[src/rtl/reader.sv]
// ---------------------------------------------------------------------------
// reader
// Receiving end of a one-way strobe interface. A byte on q is captured on the
// first cycle of every high run of sync, buffered in a small FIFO and handed
// downstream over a valid/ready handshake. The sender cannot be stalled, so a
// byte arriving while the FIFO is full is dropped and flagged. A strobe that
// stays high for more than one cycle is flagged as a protocol error.
//
// Parameters:
//   DEPTH      FIFO entries (power of 2, >= 2)
//   AW         pointer width, log2(DEPTH)
//
// Ports:
//   clk        system clock, rising edge
//   reset_n    asynchronous active-low reset
//   q          sender data, meaningful while sync=1
//   sync       capture strobe
//   dout       FIFO head byte, 8'h00 when empty
//   valid      FIFO non-empty
//   ready      consumer takes dout when valid && ready at the edge
//   level      FIFO occupancy, 0..DEPTH
//   overflow   sticky: a byte was dropped on a full FIFO
//   proto_err  sticky: sync was high on two or more consecutive cycles
//   drop_cnt   saturating count of dropped bytes (only with READER_DROPCNT_EN)
//
// Optional feature macro: READER_DROPCNT_EN
// ---------------------------------------------------------------------------
module reader #(
    parameter int DEPTH = 8,
    parameter int AW    = 3
) (
    input  logic          clk,
    input  logic          reset_n,
    input  logic [7:0]    q,
    input  logic          sync,
    output logic [7:0]    dout,
    output logic          valid,
    input  logic          ready,
    output logic [AW:0]   level,
    output logic          overflow,
    output logic          proto_err
`ifdef READER_DROPCNT_EN
    ,
    output logic [7:0]    drop_cnt
`endif
);

    typedef enum logic [1:0] {
        S_IDLE = 2'd0,
        S_CAPT = 2'd1,
        S_HOLD = 2'd2
    } state_t;

    state_t      r_state;
    logic        r_proto_err;
    logic        r_overflow;
    logic [7:0]  r_mem [DEPTH];
    logic [AW:0] r_wr_ptr;
    logic [AW:0] r_rd_ptr;

    logic        w_full;
    logic        w_empty;
    logic        w_push;
    logic        w_pop;
    logic        w_push_ok;
    logic        w_drop;

    // Pointers carry one extra wrap bit so full and empty are distinguishable.
    assign w_empty   = (r_wr_ptr == r_rd_ptr);
    assign w_full    = (r_wr_ptr[AW] != r_rd_ptr[AW]) &&
                       (r_wr_ptr[AW-1:0] == r_rd_ptr[AW-1:0]);

    // Only the first cycle of a sync high run captures.
    assign w_push    = (r_state == S_IDLE) && sync;
    assign w_pop     = !w_empty && ready;

    // A simultaneous pop frees the slot the push lands in, so nothing is lost.
    assign w_push_ok = w_push && (!w_full || w_pop);
    assign w_drop    = w_push && w_full && !w_pop;

    assign valid     = !w_empty;
    assign dout      = w_empty ? 8'h00 : r_mem[r_rd_ptr[AW-1:0]];
    assign level     = r_wr_ptr - r_rd_ptr;
    assign overflow  = r_overflow;
    assign proto_err = r_proto_err;

    always_ff @(posedge clk or negedge reset_n) begin
        if (!reset_n) begin
            r_state     <= S_IDLE;
            r_proto_err <= 1'b0;
        end else begin
            case (r_state)
                S_IDLE: begin
                    if (sync) r_state <= S_CAPT;
                end
                S_CAPT: begin
                    if (sync) begin
                        r_state     <= S_HOLD;
                        r_proto_err <= 1'b1;
                    end else begin
                        r_state     <= S_IDLE;
                    end
                end
                S_HOLD: begin
                    if (!sync) r_state <= S_IDLE;
                end
                default: r_state <= S_IDLE;
            endcase
        end
    end

    always_ff @(posedge clk or negedge reset_n) begin
        if (!reset_n) begin
            r_wr_ptr   <= '0;
            r_rd_ptr   <= '0;
            r_overflow <= 1'b0;
        end else begin
            if (w_push_ok) r_wr_ptr <= r_wr_ptr + 1'b1;
            if (w_pop)     r_rd_ptr <= r_rd_ptr + 1'b1;
            if (w_drop)    r_overflow <= 1'b1;
        end
    end

    // Storage needs no reset; entries are only visible once written.
    always_ff @(posedge clk) begin
        if (w_push_ok) r_mem[r_wr_ptr[AW-1:0]] <= q;
    end

`ifdef READER_DROPCNT_EN
    logic [7:0] r_drop_cnt;

    always_ff @(posedge clk or negedge reset_n) begin
        if (!reset_n) begin
            r_drop_cnt <= 8'h00;
        end else if (w_drop && (r_drop_cnt != 8'hFF)) begin
            r_drop_cnt <= r_drop_cnt + 8'h01;
        end
    end

    assign drop_cnt = r_drop_cnt;
`endif

endmodule

[config.mk]
export PLATFORM = sky130hd
export DESIGN_NAME = reader
export DESIGN_NICKNAME = d
export VERILOG_FILES = /design/src/rtl/reader.sv
export SDC_FILE = /design/constraint.sdc
export NUM_CORES = 1
export LEC_CHECK = 0
export ABC_AREA = 1
export ABC_CLOCK_PERIOD_IN_PS = 2700
export CORE_MARGIN = 1
export CORE_UTILIZATION = 40
export CTS_CLUSTER_DIAMETER = 150
export DETAILED_ROUTE_END_ITERATION = 8
export REMOVE_ABC_BUFFERS = 1
export SETUP_SLACK_MARGIN = 0.2
export SLEW_MARGIN = 0
export SYNTH_ARGS = -nofsm -noshare
export SYNTH_HDL_FRONTEND = slang
export SYNTH_SLANG_ARGS = --single-unit
[constraint.sdc]
create_clock -name clk -period 2.7 [get_ports clk]
set_input_delay 0.27 -clock clk [delete_from_list [all_inputs] [get_ports clk]]
set_output_delay 0.27 -clock clk [all_outputs]
set_load 0.05 [all_outputs]
==> results of run 1 <==
## routing by layer
layer | global-route usage | up-vias | part of all wire
li1 | - | 1254 | -
met1 | 0.204 | 1151 | 0.44
met2 | 0.291 | 53 | 0.49
met3 | 0.0410 | 18 | 0.041
met4 | 0.0735 | 0 | 0.026
met5 | 0 | - | 0
## cells by family (layout without fill, tap and decap cells)
logic type / after synthesis / after routing / synth area share
AOI/OAI and AO/OA: 6 / 6 / 0.00896
adders and majority gates: 6 / 6 / 0.0227
and+or+nand+nor: 193 / 193 / 0.236
xor gates and xnor gates: 5 / 5 / 0.0121
buffers and inverters: 91 / 130 / 0.109
DFF: 76 / 76 / 0.612
## cell usage after synthesis, types with 3 or more instances
master	n	area, sq um
nand2_1	106	398
xor2_1	3	26.3
nand3_1	51	255
nor2_2	5	31.3
dfrtp_1	12	300
ha_1	5	62.6
nand2_2	3	18.8
buf_6	3	33.8
buf_2	8	40.0
edfxtp_1	64	1920
buf_4	4	30.0
nor2_1	22	82.6
inv_1	74	278
## state kept, by name, indices dropped and copies added, names as in the netlist
register and cells:
r_mem 64, r_rd_ptr 4, r_wr_ptr 4, r_state 2, overflow 1, proto_err 1
## power groups by stage
stage | sequential, W | combinational, W | clock [W]
final | 0.00152 | 0.00344 | 0.000851
after global routing | 0.00154 | 0.00367 | 0.000916
after CTS | 0.00152 | 0.00341 | 0.000874
after detailed placement | 0.00154 | 0.00339 | 0
after global placement | 0.00154 | 0.00336 | 0
after floorplan | 0.00162 | 0.00182 | 0
## final timing paths
kind                              from          end  cells past startpoint
min reg2reg                  proto_err    proto_err                      1
max in group asynchronous      reset_n  r_wr_ptr[0]                      1
max reg2reg                r_wr_ptr[0]  r_mem[7][2]                      7
min in group clk             proto_err    proto_err                      1
max                        r_wr_ptr[2]      dout[2]                      7
min                            reset_n  r_rd_ptr[2]                      1
## final cells by class
type	count	area, sq um	share of cell area
clock buffer	12	145	0.0333
sequential	76	2220	0.510
inverter	76	293	0.0672
tap	108	135	0.0310
clock inverter	4	48.8	0.0112
multi-input combinational	210	1030	0.236
timing repair buffer	38	484	0.111
## repair_timing
action / in CTS / in global routing
resized for setup: 2 / 4
hold buffers: 0 / 0
setup buffers: 0 / 2
pin swaps: 0 / 1
endpoints found under the setup margin: 8 / 8
## stage by stage
stage	TNS [ps]	area (sq um)	power, W
final	0	4360	0.00581
after CTS	0	4330	0.00580
after detailed placement	0	4130	0.00493
after global routing	0	4360	0.00612
after global placement	0	4130	0.00490
after floorplan	-3210	3530	0.00344
## critical path, cell delays in order (launching register included)
cell and delay [ps]:
dfrtp_1 500, ha_1 410, nand2_2 100, nor2_1 190, nand3_4 210, nand2_1 150
nor2_2 60, buf_12 140
==> impl_metrics.toml, run 1 <==
[sta]
skew_ps = 8.34
timing.fmax_mhz = 421
relSlewSlack = 0.636
post-route-period-util = 0.880
drv_slew = 0
setup_ws_ps = 323
hold_viol_final = 0
rsz0062_at_grt = "yes"
fin_crit_ps = 2380
setup-violations-final = 0
worstMarginPinSlew_ps = 544
whs_ps = 279

[clock_tree]
numClockSinks = 76
clk_pin_slew_ps = 80
cts_tree = "done"
h-tree-depth = 3
cts-root-buf = "clkbuf_8"
cts_inserted_buffers = 9
clk_latency_ps = 340
clockBufferDepth = 2

[global_route]
grt_pass1_wl_microns = 12200
antenna_found_initial = 0
track_usage = 0.170
grt_start_max_net_pins = 37
overflow = 0
grt_pass1_vias = 2500

[logic_synthesis]
synthCells = 377
ys_seq_area_frac = 0.612
synthFlopType = "edfxtp_1"
ys_ff_latch = 76
synthesis.area_sq_um = 3630
postSynthAreaPerCell_sq_um = 9.63
synth_warnings = 0
synth_edf_count = 64
async_flop_share = 0.158
synth_cell_type_count = 24

[worst_setup_path]
crit_required_ps = 2430
r2r_slack_ps = 610
worstPathMaxFanout = 12
endpoint_kind = "output pin"
arrival_ps = 2110
crit_type = "reg2out"
start_kind = "register"

[cells_and_area]
final_util = 0.497
antenna_cells_inserted = 0
n_fill_cell = 801
area_growth_pct = 20.0
drive_gt1_frac = 0.137
fin_cells = 524
nets = 429
final_common_cell = "nand2_1"
most-common-layout-cells = "nand2_1 (106), inv_1 (74), edfxtp_1 (64), nand3_1 (51), nor2_1 (20)"

[power_and_ir_drop]
seqPwrFrac = 0.262
combinationalPowerShare = 0.592
netSwitchingPower_w = 0.00254
switching_share = 0.438
p_int_w = 0.00326
ir_worst_vdd_uv = 695
p_clk_frac = 0.147
p_leak_nw = 1.98
power_density_nw_per_um2 = 1330

[job]
maxCapViolCount = 0

[placement]
io_buffer_count = 26
dp_cells = 506
place_congestion = 0.847
place_ws_ps = 466
hpwl_microns = 4670

[drt]
drt_iter0_drc = 97
drc = 0
wirelength_microns = 7380
ant_nets = 0
wl_per_cell_microns = 14.1
firstDrtPassIters = 4
vias = 2476
vias_per_cell = 4.73

[floorplanning]
die_w_microns = 97.3
pin_count = 27
die_h_microns = 97.3
core-area_sq_um = 8760
rows = 34
die_area_sq_um = 9460
start_util = 0.414

[hold_path]
hold_class = "in2async"

[outcome]
status = "finished, final reports clean"
Note: power is estimated with default switching activity, not from simulation.
==> inputs of run 2 (changes only) <==
Settings changed: ABC_AREA 1 to default.
==> impl_metrics.toml, run 2 <==
[outcome]
status = "finished with violations"
failed_checks = "design-rule violations"

[worst_setup_path]
worstPathMaxFanout = 8
worstPathCellList = "ha_1 > nand4_1 > buf_4 > nand2_1 > a221oi_2 > buf_12"
max_stage_delay_ps = 480
crit_buf_inv = 2
crit_type = "reg2out"
slowest_stage = "dfrtp_2"
arrival_ps = 2150
crit_family = "flip-flops"
endpoint_kind = "output pin"
start_kind = "register"
crit_required_ps = 2430

[global_route]
track_usage = 0.167
overflow = 0
antenna_found_initial = 0
grt_start_max_net_pins = 16
grt_pass1_wl_microns = 9960
grt_pass1_vias = 1825

[sta]
worstMarginPinSlew_ps = 683
relSlewSlack = 0.544
timing.fmax_mhz = 414
skew_ps = 9.07
hold_viol_final = 0
setup-violations-final = 0
fin_crit_ps = 2420
drv_slew = 0
rsz0062_at_grt = "yes"
post-route-period-util = 0.896

[hold_path]
hold_class = "in2async"

[cells_and_area]
drive_gt1_frac = 0.249
nets = 262
design_area_sq_um = 3970
n_fill_cell = 661
antenna_cells_inserted = 0
area_growth_pct = 25.6
largest_register_ffs = 64
most-common-layout-cells = "edfxtp_1 (64), mux2i_1 (32), buf_4 (21), clkdlybuf4s50_1 (14), nand2_1 (12)"
final_common_cell = "edfxtp_1"

[placement]
hpwl_microns = 4180
place_area_sq_um = 3710
place_congestion = 0.745
io_buffer_count = 26

[floorplanning]
die_h_microns = 90.9
die_area_sq_um = 8270
start_util = 0.411
rows = 32
die_w_microns = 90.9
pin_count = 27
core-area_sq_um = 7690

[clock_tree]
h-tree-depth = 3
cts_inserted_buffers = 9
clk_pin_slew_ps = 80
clockBufferDepth = 2
numClockSinks = 76
cts-root-buf = "clkbuf_8"
cts_tree = "done"
cts_hold_buf = 0
clk_latency_ps = 340

[logic_synthesis]
postSynthAreaPerCell_sq_um = 16.1
ys_ff_latch = 76
async_flop_share = 0.158
synth_cell_type_count = 32
synth_common_cells = "edfxtp_1 (64), mux2i_1 (32), dfrtp_1 (12), nand2_1 (12), a22oi_1 (9)"
synthesis.area_sq_um = 3160
synth_top_area_cell = "edfxtp_1"
synthFlopType = "edfxtp_1"
synth.most_common_cell = "edfxtp_1"
ys_seq_area_frac = 0.703
synthCells = 197
synth_edf_count = 64
ys_top_cells_by_area = "edfxtp_1 (61%), mux2i_1 (10%), dfrtp_1 (9.5%)"
synth_top_area_share = 0.608
synth_warnings = 0

[drt]
firstDrtPassIters = 7
drc = 1
vias = 1784
wirelength_microns = 6340
vias_per_cell = 5.08
drt_iter0_drc = 82
ant_nets = 0
wl_per_cell_microns = 18.1

[job]
maxCapViolCount = 0
-- run 2: cell count changes after synthesis, moves of 3 or more --
cell,change
nor3_1,+5
a221oi_1,+7
mux2i_1,+32
a22oi_1,+9
buf_2,-7
nand2_2,-3
inv_1,-67
nand2_1,-94
nor2_1,-19
xnor2_1,+6
nor2_2,-5
nand3_1,-49
-- run 2: metal layers --
metal / vias to the layer above / share of wire / track usage
met3: 10 / 0.027 / 0.0244
met2: 30 / 0.48 / 0.263
li1: 846 / - / -
met5: - / 0 / 0
met1: 898 / 0.47 / 0.226
met4: 0 / 0.021 / 0.0873
-- run 2: worst paths after layout --
| kind | slack (ps) | end | startpoint | cells after the start |
|---|---|---|---|---|
| max | 280 | dout[2] | r_wr_ptr[2] | 6 |
| min | 280 | r_wr_ptr[3] | reset_n | 1 |
| max reg2reg | 540 | r_mem[2][7] | r_wr_ptr[0] | 7 |
| min reg2reg | 460 | overflow | overflow | 1 |
| max in group asynchronous | 2010 | r_rd_ptr[1] | reset_n | 1 |
| min in group clk | 460 | overflow | overflow | 1 |
-- run 2: per-stage QoR --
stage / TNS, ps / hold slack (ps) / util / setup slack (ps) / instances
finish: 0 / 285 / 0.517 / 282 / 351
global route: 0 / 328 / 0.517 / 197 / 351
CTS: 0 / 286 / 0.513 / 182 / 347
detailed placement: 0 / 443 / 0.482 / 413 / 331
global placement: 0 / 439 / 0.482 / 459 / 331
floorplan: -41270 / -25.6 / - / -1350 / 188
-- run 2: area by class of cell --
cell class	count	area [sq um]	share of cell area
inverters	7	26.3	0.00661
clock buffers	10	128	0.0321
clock inverters	6	65.1	0.0164
multi-input cells	105	901	0.227
flip-flops and latches	76	2230	0.561
well taps	102	128	0.0321
repair buffers	45	498	0.125
-- run 2: cells by family (layout without fill, tap and decap cells) --
family                   count (synthesis)  after routing  synth area share
flip-flops                              76             76             0.703
adder cells (fa/ha/maj)                  6              6            0.0261
XOR/XNOR                                10             10            0.0277
multiplexers                            34             34             0.110
buffers and inverters                   16             68            0.0265
AO/OA/AOI/OAI                           21             21            0.0530
AND/OR/NAND/NOR                         34             34            0.0546
-- run 2: what timing repair did --
item / CTS / global route
resized for setup: 7 / 3
pin swaps: 0 / 1
endpoints found under the setup margin: 6 / 5
setup buffers: 0 / 4
Power of run 2 is left out: the tool's default activity adds up to more than one toggle a clock period on the data nets, which glitch-free logic cannot reach.
==> inputs of run 3 (changes only) <==
Settings changed: CORE_ASPECT_RATIO from default to 1.4.
==> impl_metrics.toml, run 3 (synthesized netlist as in run 2, its figures left out) <==
[sta]
rsz0062_at_grt = "no"
setup-violations-final = 0
post-route-period-util = 0.879
drv_slew = 0
setup_ws_ps = 326
fin_crit_ps = 2370
skew_ps = 5.74
relSlewSlack = 0.533
worstMarginPinSlew_ps = 699
hold_viol_final = 0
timing.fmax_mhz = 421

[hold_path]
hold_class = "in2async"

[cells_and_area]
final_util = 0.510
drive_gt1_frac = 0.216
n_fill_cell = 691
antenna_cells_inserted = 0
nets = 254
multi_input_area_sq_um = 907
final_common_cell = "edfxtp_1"
largest_register_ffs = 64
most-common-layout-cells = "edfxtp_1 (64), mux2i_1 (32), clkdlybuf4s50_1 (14), nand2_1 (12), buf_4 (12)"
regArea_sq_um = 2220
design_area_sq_um = 3930
area_growth_pct = 24.1

[global_route]
grt_pass1_wl_microns = 9470
antenna_found_initial = 0
grt_pass1_vias = 1779
grt_start_max_net_pins = 36
track_usage = 0.163
overflow = 0

[worst_setup_path]
slowest_stage = "dfrtp_1"
max_stage_delay_ps = 510
crit_type = "reg2out"
worstPathCellList = "ha_1 > nand4_1 > buf_4 > nand2_1 > a221oi_2 > buf_12"
worstPathMaxFanout = 12
timing.rr.start = "r_wr_ptr[1]"
crit_required_ps = 2430
start_kind = "register"
crit_buf_inv = 2
arrival_ps = 2100
endpoint_kind = "output pin"
crit_family = "flip-flops"
worstReg2RegEnd = "r_mem[7][6]"
r2r_slack_ps = 610
reg2regPathDepth = 5

[floorplanning]
rows = 38
die_w_microns = 77.2
start_util = 0.411
pin_count = 27
die_h_microns = 107
die_area_sq_um = 8270
core-area_sq_um = 7700

[clock_tree]
cts_inserted_buffers = 9
cts-root-buf = "clkbuf_8"
cts_tree = "done"
h-tree-depth = 3
clk_latency_ps = 350
clockBufferDepth = 2
numClockSinks = 76
clk_pin_slew_ps = 70

[drt]
wirelength_microns = 5960
ant_nets = 0
vias = 1717
vias_per_cell = 5.04
firstDrtPassIters = 5
wl_per_cell_microns = 17.5
drt_iter0_drc = 81
drc = 0

[placement]
place_area_sq_um = 3690
io_buffer_count = 26
hpwl_microns = 3780
place_congestion = 0.748
place_ws_ps = 480

[outcome]
status = "finished, final reports clean"

[job]
maxCapViolCount = 0
## run 3: final cells by class
class	count	area share
inverters	7	0.00669
well taps	100	0.0319
clock buffers	11	0.0360
repair buffers	37	0.115
multi-input cells	105	0.231
flip-flops and latches	76	0.567
clock inverters	5	0.0131
## run 3: per-layer routing
metal	GRT usage	share of wire
met4	0.0970	0.023
met5	0	0
met2	0.281	0.54
met1	0.184	0.41
met3	0.0340	0.023
## run 3: how the worst max path moves through the flow
stage / start / end / cells past startpoint
6_report: r_wr_ptr[1] / dout[2] / 6
4_1_cts: r_wr_ptr[0] / dout[2] / 7
2_1_floorplan: r_rd_ptr[1] / dout[0] / 5
5_1_grt: r_wr_ptr[1] / dout[7] / 6
3_3_place_gp: sync / r_mem[7][5] / 5
3_5_place_dp: sync / r_mem[7][5] / 5
## run 3: repair_timing
item	CTS	global route
setup endpoints to repair	7	6
resized for setup	7	1
setup buffers	0	0
hold buffers	0	0
hold endpoints to repair	0	0
## run 3: per-stage QoR
step	cells	TNS, ps	hold WS [ps]
after global routing	341	0	323
final	341	0	286
after global placement	325	0	442
after detailed placement	325	0	446
after CTS	341	0	304
after floorplan	188	-41270	-25.6
## run 3: worst reg2reg max path: cells and delay by family, from the launching register on
family                   cells  cell delay [ps]
flip-flops                   1              510
adder cells (fa/ha/maj)      1              390
buffers and inverters        1              340
AO/OA/AOI/OAI                1              210
AND/OR/NAND/NOR              2              300
Power of run 3 is left out for the same reason.
==> variant, RTL diff (settings of run 1) <==
The 3 states of `state_t` get a one-hot encoding in 3 bits.
--- a/src/rtl/reader.sv
+++ b/src/rtl/reader.sv
@@ -45,10 +45,10 @@
 `endif
 );
 
-    typedef enum logic [1:0] {
-        S_IDLE = 2'd0,
-        S_CAPT = 2'd1,
-        S_HOLD = 2'd2
+    typedef enum logic [2:0] {
+        S_IDLE = 3'b001,
+        S_CAPT = 3'b010,
+        S_HOLD = 3'b100
     } state_t;
 
     state_t      r_state;
Check against the original RTL: same outputs for any inputs over 10 cycles, from zero or initial values and one cycle with reset_n low; not proved beyond that.
==> variant against run 1 <==
Routed wire length down 3.5%; synthesized area up 2.0%; worst setup slack better by 0.0044 ns; sequential share of layout area up 0.18 points; synthesized cell count up 0.80%; sequential cell count up 1; design area up 0.83%; fmax up 0.19%; register-to-register slack better by 0.07 ns; power down 0.99%; clock power down 7.2%.
==> variant: results (changes against run 1) <==
logic_synthesis:
  async_reset_ff_frac: 0.1688  # +0.01094
  ys_seq_area_frac: 0.6069  # -0.005102
  synthAdderAreaFrac: 0.02229  # -0.0004532
  synth_xor_area_frac: 0.01182  # -0.0002403
  synth.distinct_cells: 28  # +17%
  ys_top_cells_by_area: "edfxtp_1, nand2_1, dfrtp_1, inv_1, nand3_1"
pwr:
  p_leak_nw: 2.011  # +1.7%
  switching_share: 0.4517  # +0.01358
setup_path:
  worstPathMaxFanout: 13  # +1
  reg2reg_slack_ns: 0.68  # +0.07 ns
  r2r-end: "r_mem[2][2]"
  r2r_cells: 8  # +1
outcome:
  run_status: "finished clean"
global_routing:
  grt_pass1_wl_mm: 11.65  # -4.5%
  grt_pass1_vias: 2268  # -9.3%
layout:
  fin_nets: 433  # +0.93%
  fill_cells: 812  # +1.4%
route:
  vias: 2415  # -2.5%
  routedWlPerCell_um: 13.49  # -4.3%
  drtIter0Drc: 117  # +21%
placed_design:
  hpwl_mm: 4.508  # -3.5%
  pre_cts_ws_ns: 0.5017  # +0.03537 ns
  gp_congestion: 0.8232  # -2.8%
sta:
  finalCritPeriodShare: 0.8787  # -0.001647
  clock_skew_ns: 0.01382  # +0.005482 ns
==> variant: power by group through the flow <==
stage	clock, mW	combinational [mW]	sequential, mW
6_report	0.790	3.44	1.52
5_1_grt	0.860	3.70	1.54
4_1_cts	0.809	3.48	1.52
3_5_place_dp	0	3.46	1.54
3_3_place_gp	0	3.45	1.54
2_1_floorplan	0	1.83	1.64
==> variant: worst max path at each step <==
stage                startpoint       to  cells after the start
finish              r_wr_ptr[0]  dout[4]                      8
floorplan           r_rd_ptr[0]  dout[0]                      6
detailed placement  r_wr_ptr[0]  dout[4]                      8
global placement    r_wr_ptr[0]  dout[5]                      8
global route        r_wr_ptr[0]  dout[4]                      8
CTS                 r_wr_ptr[0]  dout[4]                      8
==> variant: cell type report <==
class / instances / area, sq um / share of cell area
flip-flops and latches: 77 / 2250 / 0.5121
multi-input cells: 209 / 1040 / 0.2367
repair buffers: 38 / 484.2 / 0.1102
inverters: 80 / 305.3 / 0.06950
well taps: 108 / 135.1 / 0.03076
clock buffers: 9 / 123.9 / 0.02820
clock inverters: 7 / 55.05 / 0.01253
==> variant: logic make-up after synthesis <==
kind of cell | after synthesis
AO/OA/AOI/OAI | 6
XOR/XNOR | 5
adder cells (fa/ha/maj) | 6
buffers and inverters | 94
flip-flops | 77
AND/OR/NAND/NOR | 192
==> variant: per-stage QoR <==
stage	std cells	hold WS [ns]
final	528	0.3077
after global placement	512	0.4491
after CTS	528	0.3283
after global routing	528	0.3558
after detailed placement	512	0.4487
after floorplan	366	-0.02559
==> variant: timing repair <==
action                     4_1_cts  5_1_grt
resized for setup                1        3
cloned                           0        0
setup endpoints to repair        8        8
==> variant: critical path, cell delays in order, from the launching register on <==
cell     delay (ns)
dfrtp_2        0.45
inv_1          0.13
ha_1           0.24
inv_1          0.18
nor2_2         0.09
nand3_4        0.19
nand2_1        0.09
nor2_1         0.22
buf_12         0.18
==> variant: layer usage <==
metal | up-vias | routed length [um] | global-route usage
met4 | 0 | 64 | 0.07003
met2 | 68 | 3420 | 0.2584
met1 | 1080 | 3187 | 0.2206
met3 | 4 | 449 | 0.02577
li1 | 1263 | - | -
met5 | - | 0 | 0
